**src/rtl/mem_arbiter.sv**
```systemverilog
// mem_arbiter: shares one single-port, combinational-read memory between the
// instruction-fetch requester and the load/store requester.
// Each access runs a fixed ACC (memory cycle) -> RSP (ready pulse) sequence.
// Read data is captured into registers at the end of the ACC cycle.
// Optional feature macro ARB_DUMP_ON_HALT_EN: when defined, the first HALTED
// cycle pulses mem_createdump with the memory enabled.
// When undefined, mem_createdump is tied low and HALTED never enables the memory.
module mem_arbiter #(
  parameter int ADDR_W = 16,
  parameter int DATA_W = 16
) (
  input  logic              clk,
  input  logic              rst,
  input  logic              if_req,
  input  logic [ADDR_W-1:0] if_addr,
  output logic              if_ready,
  output logic [DATA_W-1:0] if_data,
  input  logic              d_rd,
  input  logic              d_wr,
  input  logic [ADDR_W-1:0] d_addr,
  input  logic [DATA_W-1:0] d_wdata,
  output logic              d_ready,
  output logic [DATA_W-1:0] d_rdata,
  input  logic              halt,
  output logic              pc_stall,
  output logic [ADDR_W-1:0] mem_addr,
  output logic [DATA_W-1:0] mem_data_in,
  output logic              mem_enable,
  output logic              mem_wr,
  input  logic [DATA_W-1:0] mem_data_out,
  output logic              mem_createdump,
  output logic              err
);

  typedef enum logic [2:0] {
    IDLE   = 3'd0,
    IF_ACC = 3'd1,
    D_ACC  = 3'd2,
    IF_RSP = 3'd3,
    D_RSP  = 3'd4,
    HALTED = 3'd5
  } state_t;

  state_t            state_q, state_d;
  logic              last_data_q;      // 1: data requester was served last
  logic [DATA_W-1:0] if_data_q;
  logic [DATA_W-1:0] d_rdata_q;
  logic              err_q;

  // Previous-cycle copies of requester inputs for the stability checks
  logic              if_req_prev_q;
  logic              if_rdy_prev_q;
  logic [ADDR_W-1:0] if_addr_prev_q;
  logic              d_req_prev_q;
  logic              d_wr_prev_q;
  logic              d_rdy_prev_q;
  logic [ADDR_W-1:0] d_addr_prev_q;
  logic [DATA_W-1:0] d_wdata_prev_q;

  logic d_req_s;
  logic d_write_s;
  logic err_set_s;

  // A simultaneous read+write is flagged as an error and performed as a read
  assign d_req_s   = d_rd | d_wr;
  assign d_write_s = d_wr & ~d_rd;

  assign err_set_s = (d_rd & d_wr)
                   | (if_req & if_req_prev_q & ~if_rdy_prev_q & (if_addr != if_addr_prev_q))
                   | (d_req_s & d_req_prev_q & ~d_rdy_prev_q & (d_addr != d_addr_prev_q))
                   | (d_wr & d_wr_prev_q & ~d_rdy_prev_q & (d_wdata != d_wdata_prev_q));

  assign if_ready = (state_q == IF_RSP);
  assign d_ready  = (state_q == D_RSP);
  assign pc_stall = if_req & ~if_ready;
  assign if_data  = if_data_q;
  assign d_rdata  = d_rdata_q;
  assign err      = err_q;

`ifdef ARB_DUMP_ON_HALT_EN
  logic dump_done_q;

  // Remember that the dump pulse has been issued so it lasts exactly one cycle
  always_ff @(posedge clk) begin
    if (rst) begin
      dump_done_q <= 1'b0;
    end else if (state_q == HALTED) begin
      dump_done_q <= 1'b1;
    end else begin
      dump_done_q <= dump_done_q;
    end
  end
`endif

  // Next-state arbitration: halt has priority, then round-robin between requesters
  always_comb begin
    state_d = state_q;
    case (state_q)
      IDLE: begin
        if (halt) begin
          state_d = HALTED;
        end else if (if_req && d_req_s) begin
          state_d = last_data_q ? IF_ACC : D_ACC;
        end else if (if_req) begin
          state_d = IF_ACC;
        end else if (d_req_s) begin
          state_d = D_ACC;
        end else begin
          state_d = IDLE;
        end
      end
      IF_ACC: state_d = IF_RSP;
      D_ACC:  state_d = D_RSP;
      IF_RSP: begin
        if (halt) begin
          state_d = HALTED;
        end else if (d_req_s) begin
          state_d = D_ACC;
        end else begin
          state_d = IDLE;
        end
      end
      D_RSP: begin
        if (halt) begin
          state_d = HALTED;
        end else if (if_req) begin
          state_d = IF_ACC;
        end else begin
          state_d = IDLE;
        end
      end
      HALTED:  state_d = HALTED;
      default: state_d = IDLE;
    endcase
  end

  // Memory port decode: only ACC states (and the optional dump cycle) touch memory
  always_comb begin
    mem_addr       = {ADDR_W{1'b0}};
    mem_data_in    = {DATA_W{1'b0}};
    mem_enable     = 1'b0;
    mem_wr         = 1'b0;
    mem_createdump = 1'b0;
    case (state_q)
      IF_ACC: begin
        mem_addr   = if_addr;
        mem_enable = 1'b1;
      end
      D_ACC: begin
        mem_addr   = d_addr;
        mem_enable = 1'b1;
        mem_wr     = d_write_s;
        if (d_write_s) begin
          mem_data_in = d_wdata;
        end else begin
          mem_data_in = {DATA_W{1'b0}};
        end
      end
      HALTED: begin
`ifdef ARB_DUMP_ON_HALT_EN
        if (!dump_done_q) begin
          mem_enable     = 1'b1;
          mem_createdump = 1'b1;
        end else begin
          mem_enable     = 1'b0;
          mem_createdump = 1'b0;
        end
`else
        mem_enable = 1'b0;
`endif
      end
      default: begin
        mem_enable = 1'b0;
      end
    endcase
  end

  // State, fairness marker, sticky error and input history registers
  always_ff @(posedge clk) begin
    if (rst) begin
      state_q        <= IDLE;
      last_data_q    <= 1'b1;
      err_q          <= 1'b0;
      if_req_prev_q  <= 1'b0;
      if_rdy_prev_q  <= 1'b0;
      if_addr_prev_q <= {ADDR_W{1'b0}};
      d_req_prev_q   <= 1'b0;
      d_wr_prev_q    <= 1'b0;
      d_rdy_prev_q   <= 1'b0;
      d_addr_prev_q  <= {ADDR_W{1'b0}};
      d_wdata_prev_q <= {DATA_W{1'b0}};
    end else begin
      state_q        <= state_d;
      if (state_q == IF_ACC) begin
        last_data_q <= 1'b0;
      end else if (state_q == D_ACC) begin
        last_data_q <= 1'b1;
      end else begin
        last_data_q <= last_data_q;
      end
      err_q          <= err_q | err_set_s;
      if_req_prev_q  <= if_req;
      if_rdy_prev_q  <= if_ready;
      if_addr_prev_q <= if_addr;
      d_req_prev_q   <= d_req_s;
      d_wr_prev_q    <= d_wr;
      d_rdy_prev_q   <= d_ready;
      d_addr_prev_q  <= d_addr;
      d_wdata_prev_q <= d_wdata;
    end
  end

  // Read-data capture at the end of the access cycle; stores leave d_rdata alone
  always_ff @(posedge clk) begin
    if (rst) begin
      if_data_q <= {DATA_W{1'b0}};
      d_rdata_q <= {DATA_W{1'b0}};
    end else begin
      if (state_q == IF_ACC) begin
        if_data_q <= mem_data_out;
      end else begin
        if_data_q <= if_data_q;
      end
      if (state_q == D_ACC && !d_write_s) begin
        d_rdata_q <= mem_data_out;
      end else begin
        d_rdata_q <= d_rdata_q;
      end
    end
  end

endmodule
```
**config.mk**
```make
export PLATFORM = sky130hd
export DESIGN_NAME = mem_arbiter
export DESIGN_NICKNAME = d
export VERILOG_FILES = /design/src/rtl/mem_arbiter.sv
export SDC_FILE = /design/constraint.sdc
export NUM_CORES = 1
export LEC_CHECK = 0
export ABC_AREA = 0
export BUFFER_PORTS_ARGS = -buffer_cell sky130_fd_sc_hd__clkbuf_2
export CORE_MARGIN = 2
export CORE_UTILIZATION = 40
export CTS_BUF_LIST = sky130_fd_sc_hd__clkbuf_16
export CTS_CLUSTER_SIZE = 24
export DETAILED_ROUTE_END_ITERATION = 10
export GPL_TIMING_DRIVEN = 0
export PLACE_DENSITY = 0.75
export SYNTH_ARGS = -nofsm -noshare
export SYNTH_HDL_FRONTEND = slang
export SYNTH_SLANG_ARGS = --single-unit
```
**constraint.sdc**
```tcl
create_clock -name clk -period 2.5 [get_ports clk]
set_input_delay 0.5 -clock clk [delete_from_list [all_inputs] [get_ports clk]]
set_output_delay 0.5 -clock clk [all_outputs]
set_load 0.02 [all_outputs]
```
Word level (Yosys, flattened, before mapping)
Cells that the tools add are included.
Cells by class
  equality and inequality tests: 8
  mux-type cells: 16
  bitwise gates (word level): 21
  reduce and logical (&&, ||, !) cells: 6
Operators with widths (count)
  $ne A16 B16 Y1: 3
  $mux W16: 2
  $pmux W16 S2: 1
  $pmux W3 S6: 1
  $and A1 B1 Y1: 12
  $mux W3: 3
  $mux W2: 4
  $eq A3 B2 Y1 const B: 2
  $eq A3 B3 Y1 const B: 2
  $mux W1: 5
  $or A1 B1 Y1: 5
  $not A1 Y1: 4
  $eq A3 B1 Y1 const B: 1
  $logic_not A3 Y1: 1
  $logic_and A1 B1 Y1: 2
  $reduce_bool A2 Y1: 1
  $reduce_or A2 Y1: 1
  $logic_not A1 Y1: 1
Storage, ports and cells
  register bits after elaboration: 90
  input bits: 70
  output and inout port bits: 71
  word-level logic and storage cells: 64

Logic depth before layout (Yosys ltp)
Gate-level depths: netlist of the first run.
  depth after elaboration: 7
  depth in mapped cells: 7
  depth with buffers taken out: 5

Least setup slack after synthesis of the first run
Ideal clock, no wire load.
  path kind: register -> output
  start point: register state_q[2]
  end point: output port mem_data_in[10]
  arrival time: 1.329 ns
  required time: 2.000 ns
  path slack: 0.671 ns
  cell stages (with the launch flop): 7
  buffers on the path: 3
  cell sequence: dfxtp_1 buf_2 nor3b_2 and3b_1 buf_2 buf_4 and2_1
On the way
  cells in the longest elaborated chain, start to end: 2
Ends and longest elaborated chain
  from (decl): RTL line 44  | state_t state_q, state_d;
  from (signal assigned): RTL line 193  | state_q <= state_d;
  $eq A3 B2 Y1: RTL line 144  | case (state_q)
  $mux W16: RTL line 144
  to (decl): RTL line 27  | output logic [DATA_W-1:0] mem_data_in,
Every way passes these cells.

Worst setup path in the final report of the first run
  start point: register state_q[1]
  end point: output port mem_addr[5]
On the way
  cells in the longest elaborated chain, start to end: 2
  elaborated cells on any way between the ends: 3
  classes of those cells: eq/ne: 2; mux: 1
Ends and longest elaborated chain
  $eq A3 B2 Y1 or $eq A3 B1 Y1 (tied branches): RTL line 144
  $pmux W16 S2 *: RTL line 144
  to (decl): RTL line 26  | output logic [ADDR_W-1:0] mem_addr,
Every way passes the cells marked *; elsewhere a longest branch is shown, timed or not.

==> results.md, run 1 <==
- Status: finished clean
- Syn Nets: around 470
- Drt pass-1 iters: 4
- Initial antenna violation count: 0
- Hold path depth: 3
- Syn. warnings: 0
- Initial core utilization: around two fifths
- Met3 wire length: about 320 um
- Top achievable clock speed: 417 MHz
- Vias in the first global route: about 3000
- Sequential fraction of the synthesis area: roughly 49%
- Leading area contributor after synthesis: dfxtp_1
- Switching Share: between 20 and 30%
- Slew headroom: a little under two thirds
- Die width: 99.6 um
- Synth top area share: a little under 50%
- Top sig layer: met4
- CP Data Arrival Time: roughly 1.9 ns
- Final net count: 616
- Max VDD drop: roughly 0.32 mV
- CP startpoint kind: register
- TritonCTS Buffers: 9
- ANT cells: 0
- Max Transition Viols Final: 0
- Gr ovfl total: 0
- Synth cell types: 32
- ANT nets after route: 0
- Htree depth: 3
- Path depth of the worst reg2reg path: 7
- Synthesized area per cell: about 9.2 um2
- I/O pin count: roughly 140
- # port buffers: 138
- Postcts setup bufs: 0
- Routed WL: approximately 9.2 mm
- GPL Wtd Cong: roughly 0.82
- Multi-input gate area: 0.00173 mm2
- Setup violators final: 0
- Final setup margin: 0.101 ns
- Logic pwr share: a little under a fifth
- Total GRT Usage: 18.5%
- Register area: roughly 0.0018 mm2
- Met1 wire length: 4.17 mm
- Clk buf depth: 2
- Leak Pwr: about 2.2 nW
- Wire length on met2: 4.58 mm
- Die ar.: slightly below 0.01 mm2
- Rows: 34
- Final std cells w/o fill: 659
- Reg power frac: between 40 and 50%
- Area Overhead vs Synth: 30.3%
- Hold Path Class: in2reg
- MaxCap Viol Count: 0
- Minimum clock period: between 2 and 2.5 ns
- Post-synthesis cell count: just under 400
- Clk_skew: ~0.0064 ns
- Worst-Skew Late Latency: around 0.33 ns
- Post-route clock period utilization: a little over nine tenths
- P_int: ~2.4 mW
- DRC viols: 0
- Largest net degree at the start of global routing: 16
- Fill cells: between 700 and 800
- Root buffer cell: clkbuf_16
- Starting DRT DRC Count: 110
- Die Span Y: roughly 100 um
- Critical Path RT: 2.00 ns
- Min Hold Slack: approximately 0.40 ns
- Commonest non-fill, non-tap cell in the layout: clkbuf_2
- Top post-synthesis cells by area: dfxtp_1, nor2b_1, xor2_1
- Cell area after synthesis: between 0.003 and 0.004 mm2
- Endpoint class of the critical path: output port
- CP max FO: 10
- Count of final hold-check violations: 0
- DR vias/cell: ~4.9
- TritonCTS clock tree: built
- Seq cells post-synth: 90
- TNS Setup: 0 ns
- Core Box Area: just under 0.009 mm2
- First-pass GRT wire length: about 15 mm
- Most frequent cells in the layout: clkbuf_2, dfxtp_1, nand2_1
- P per Cell Area: 714 mW/mm2
- HPWL Detailed: 7.12 mm
- Vias: 3230
- Reg clk slew, reported paths: 0.06 ns
- Placed cell count: roughly 640
- Clock share of power: a little over a third
- Slew @ Worst Pin: 0.541 ns
- WL/cell: ~14 um
- P_sw: just under 1 mW
- WS Path Type: reg2out
- Clk sink count: 90
- Pre-CTS setup slack: 0.389 ns
- Share of cells above drive strength 1: a little under a third
-- synthesized netlist by cell type --
master,count
nor3b_2,2
a211oi_1,1
nor2b_1,51
or3b_1,1
nor4_1,9
dfxtp_1,90
nand3b_1,1
xor2_1,32
clkbuf_1,11
or4b_1,1
and3b_1,1
o21ai_0,2
nand2_1,67
and2_1,18
nor3b_1,1
buf_2,9
xnor2_1,16
nand2b_1,2
a41oi_2,1
buf_4,6
a2111oi_0,1
nor2_1,7
a21oi_1,36
o31ai_1,1
nand4_1,6
a21o_1,1
a211o_1,1
nor3_1,1
conb_1,1
a22o_1,16
inv_1,2
nand4b_1,2
-- per-stage QoR --
step                      power (mW)  util (%)  instance area [um2]
final                           3.40      54.1                 4770
after global routing            3.55      54.1                 4770
after CTS                       3.42      54.0                 4750
after detailed placement        2.20      50.9                 4480
after global placement          2.19      50.9                 4480
after floorplan                 1.97         -                 3660
-- cells by family after synthesis --
logic type      after synthesis  share of synthesized area, %
buf+inv                      28                          3.80
other cells                   1                         0.103
flops                        90                          49.3
simple gates                170                          24.8
compound gates               60                          10.6
xor+xnor                     48                          11.5
-- per-layer routing --
layer,global-route usage (%),vias up
met5,0,-
met4,6.85,0
met3,2.67,14
met2,31.4,82
met1,23.9,1531
li1,-,1603
-- timing repair --
action	4_1_cts	5_1_grt
hold endpoints to repair	0	0
hold buffers	0	0
endpoints found under the setup margin	0	15
resized for setup	0	2
-- worst max-delay path, cell delays in order (launching register included) --
cell and delay, ns:
dfxtp_1 0.32, clkbuf_1 0.23, nor3b_4 0.37, buf_2 0.32, a22o_1 0.17, clkbuf_2 0.16
-- layout make-up --
cell class / instances / share of cell area, %
Buffer: 26 / 2.76
Clock buffer: 9 / 4.73
Clock inverter: 7 / 0.945
Inverter: 2 / 0.158
Multi-Input combinational cell: 279 / 36.3
Sequential cell: 90 / 37.8
Tap cell: 108 / 2.84
Timing Repair Buffer: 138 / 14.5
-- power groups by stage --
stage	sequential [mW]	clock, mW	combinational (mW)
3_3_place_gp	1.59	0	0.598
2_1_floorplan	1.63	0	0.339
4_1_cts	1.56	1.24	0.615
6_report	1.56	1.22	0.617
5_1_grt	1.57	1.30	0.675
3_5_place_dp	1.59	0	0.611
-- flip-flops by register name (all words and copies together) (netlist names) --
register        cells
d_rdy_prev_q        1
if_data            16
last_data_q         1
if_rdy_prev_q       1
d_req_prev_q        1
d_addr_prev_q      16
if_req_prev_q       1
d_wdata_prev_q     16
if_addr_prev_q     16
err                 1
d_rdata            16
d_wr_prev_q         1
state_q             3
-- path summary, 6_finish.rpt --
check	startpoint	to	slack [ns]
setup / recovery	state_q[1]	mem_addr[5]	0.10
hold / removal	mem_data_out[3]	if_data[3]	0.40
setup reg to reg	state_q[2]	d_rdata[11]	0.90
hold reg to reg	if_data[12]	if_data[12]	0.45
Power figures use the tool's default switching activity.
==> inputs of run 2 (changes only) <==
==> constraint.sdc (replaced) <==
create_clock -name clk -period 2.65 [get_ports clk]
set_input_delay 0.53 -clock clk [delete_from_list [all_inputs] [get_ports clk]]
set_output_delay 0.53 -clock clk [all_outputs]
set_load 0.02 [all_outputs]
==> run 2 against run 1 <==
- sequential share of layout area is 0.099 points higher
- final cell count stayed put
- final area is 0.26% lower
- sequential power is 6% lower
- core utilization is 0.14 points lower
- critical path type unchanged
- highest routed layer unchanged
==> results.md, run 2 (synthesis gave the netlist of run 1 again) <==
- Die ar.: just under 0.01 mm2
- GPL Wtd Cong: 0.823
- Max VDD drop: about 0.30 mV
- Final net count: 616
- MaxCap Viol Count: 0
- DRC viols: 0
- Commonest non-fill, non-tap cell in the layout: clkbuf_2
- TritonCTS Buffers: 9
- Clk sink count: 90
- I/O pin count: 141
- CP startpoint kind: register
- Fill cells: ~800
- DR vias/cell: approximately 4.9
- Routed WL: 9.24 mm
- Post-route clock period utilization: 94.1%
- CTS hold repair buffers: 0
- Leak Pwr: 2.16 nW
- Minimum clock period: roughly 2.5 ns
- Clock share of power: between 30% and 40%
- WS Path Type: reg2out
- Multi-input gate area: 0.00172 mm2
- Share of cells above drive strength 1: between 30% and 40%
- P_int: 2.30 mW
- Rows: 34
- Most frequent cells in the layout: clkbuf_2, dfxtp_1, nand2_1
- Logic pwr share: between 15 and 20%
- # resized after CTS: 0
- Gr ovfl total: 0
- TritonCTS clock tree: built
- Initial antenna violation count: 0
- Initial core utilization: approximately two fifths
- Slew @ Worst Pin: approximately 0.58 ns
- R2R setup slack: roughly 1.0 ns
- Root buffer cell: clkbuf_16
- ANT nets after route: 0
- Min Hold Slack: around 0.44 ns
- Worst-Skew Late Latency: about 0.33 ns
- Drt pass-1 iters: 4
- Core Box Area: 0.00881 mm2
- # port buffers: ~140
- First-pass GRT wire length: 14.6 mm
- Clk_skew: 0.00669 ns
- RSZ-0062 raised after global routing: no
- HPWL Detailed: a little over 7 mm
- Setup violators final: 0
- Critical Path RT: 2.12 ns
- Register area: about 0.0018 mm2
- Vias: 3223
- Total GRT Usage: between 10% and 20%
- TNS Setup: 0 ns
- Clk buf depth: 2
- Status: finished clean
- Top achievable clock speed: approximately 400 MHz
- ANT cells: 0
- Largest net degree at the start of global routing: 16
- CP Data Arrival Time: approximately 2.0 ns
- Switching Share: 28.3%
- Die Span Y: between 90 and 100 um
- Vias in the first global route: 3004
- Reg clk slew, reported paths: 0.06 ns
- Starting DRT DRC Count: roughly 120
- Reg power frac: 46.0%
- Postcts setup bufs: 0
- WL/cell: around 14 um
- Slew headroom: 61.3%
- P per Cell Area: about 670 mW/mm2
- Max Transition Viols Final: 0
- Hold Path Class: in2reg
- Count of final hold-check violations: 0
- CP max FO: 10
- Htree depth: 3
- P_sw: a little over 0.9 mW
- Endpoint class of the critical path: output port
- Area Overhead vs Synth: 30.0%
- Die width: 99.6 um
-- run 2: cell types whose count changed in the layout (fill, tap and decap cells not counted) --
| cell | delta |
|---|---|
| nor3b_2 | +2 |
| nor3b_4 | -2 |
-- run 2: layer usage --
layer  vias up  routed length [um]  global-route usage (%)
li1       1607                   -                       -
met1      1515                4150                    23.9
met3        11                 349                    2.67
met4         0                 152                    6.85
met5         -                   0                       0
met2        90                4590                    31.4
-- run 2: worst paths after layout --
check | start | endpoint | cells past startpoint
hold reg to reg | if_data[12] | if_data[12] | 2
hold / removal | mem_data_out[3] | if_data[3] | 3
setup reg to reg | state_q[2] | d_rdata[11] | 7
setup / recovery | state_q[1] | mem_addr[5] | 5
-- run 2: cell type report --
| class | count | share of cell area, % |
|---|---|---|
| inverter | 2 | 0.158 |
| buffer | 26 | 2.76 |
| multi-input combinational | 279 | 36.1 |
| clock buffer | 9 | 4.74 |
| timing repair buffer | 138 | 14.5 |
| tap | 108 | 2.84 |
| sequential | 90 | 37.9 |
| clock inverter | 7 | 0.948 |
-- run 2: critical path, stage by stage, from the launching register on --
cell      delay (ns)
dfxtp_1         0.32
clkbuf_1        0.21
nor3b_2         0.44
buf_2           0.34
a22o_1          0.17
clkbuf_2        0.16
-- run 2: through the flow --
| stage | instance area (um2) | setup slack (ns) | cells | util, % | power (mW) |
|---|---|---|---|---|---|
| 2_1_floorplan | 3660 | 0.791 | 397 | - | 1.86 |
| 3_3_place_gp | 4480 | 0.512 | 643 | 50.9 | 2.06 |
| 3_5_place_dp | 4480 | 0.509 | 643 | 50.9 | 2.08 |
| 4_1_cts | 4750 | 0.146 | 659 | 54.0 | 3.22 |
| 5_1_grt | 4750 | 0.0261 | 659 | 54.0 | 3.34 |
| 6_report | 4750 | 0.155 | 659 | 54.0 | 3.20 |
-- run 2: power groups by stage --
| stage | Sequential, mW | Clock (mW) | Combinational [mW] |
|---|---|---|---|
| 2_1_floorplan | 1.54 | 0 | 0.320 |
| 3_3_place_gp | 1.50 | 0 | 0.564 |
| 3_5_place_dp | 1.50 | 0 | 0.576 |
| 4_1_cts | 1.47 | 1.17 | 0.581 |
| 5_1_grt | 1.48 | 1.23 | 0.630 |
| 6_report | 1.47 | 1.15 | 0.576 |
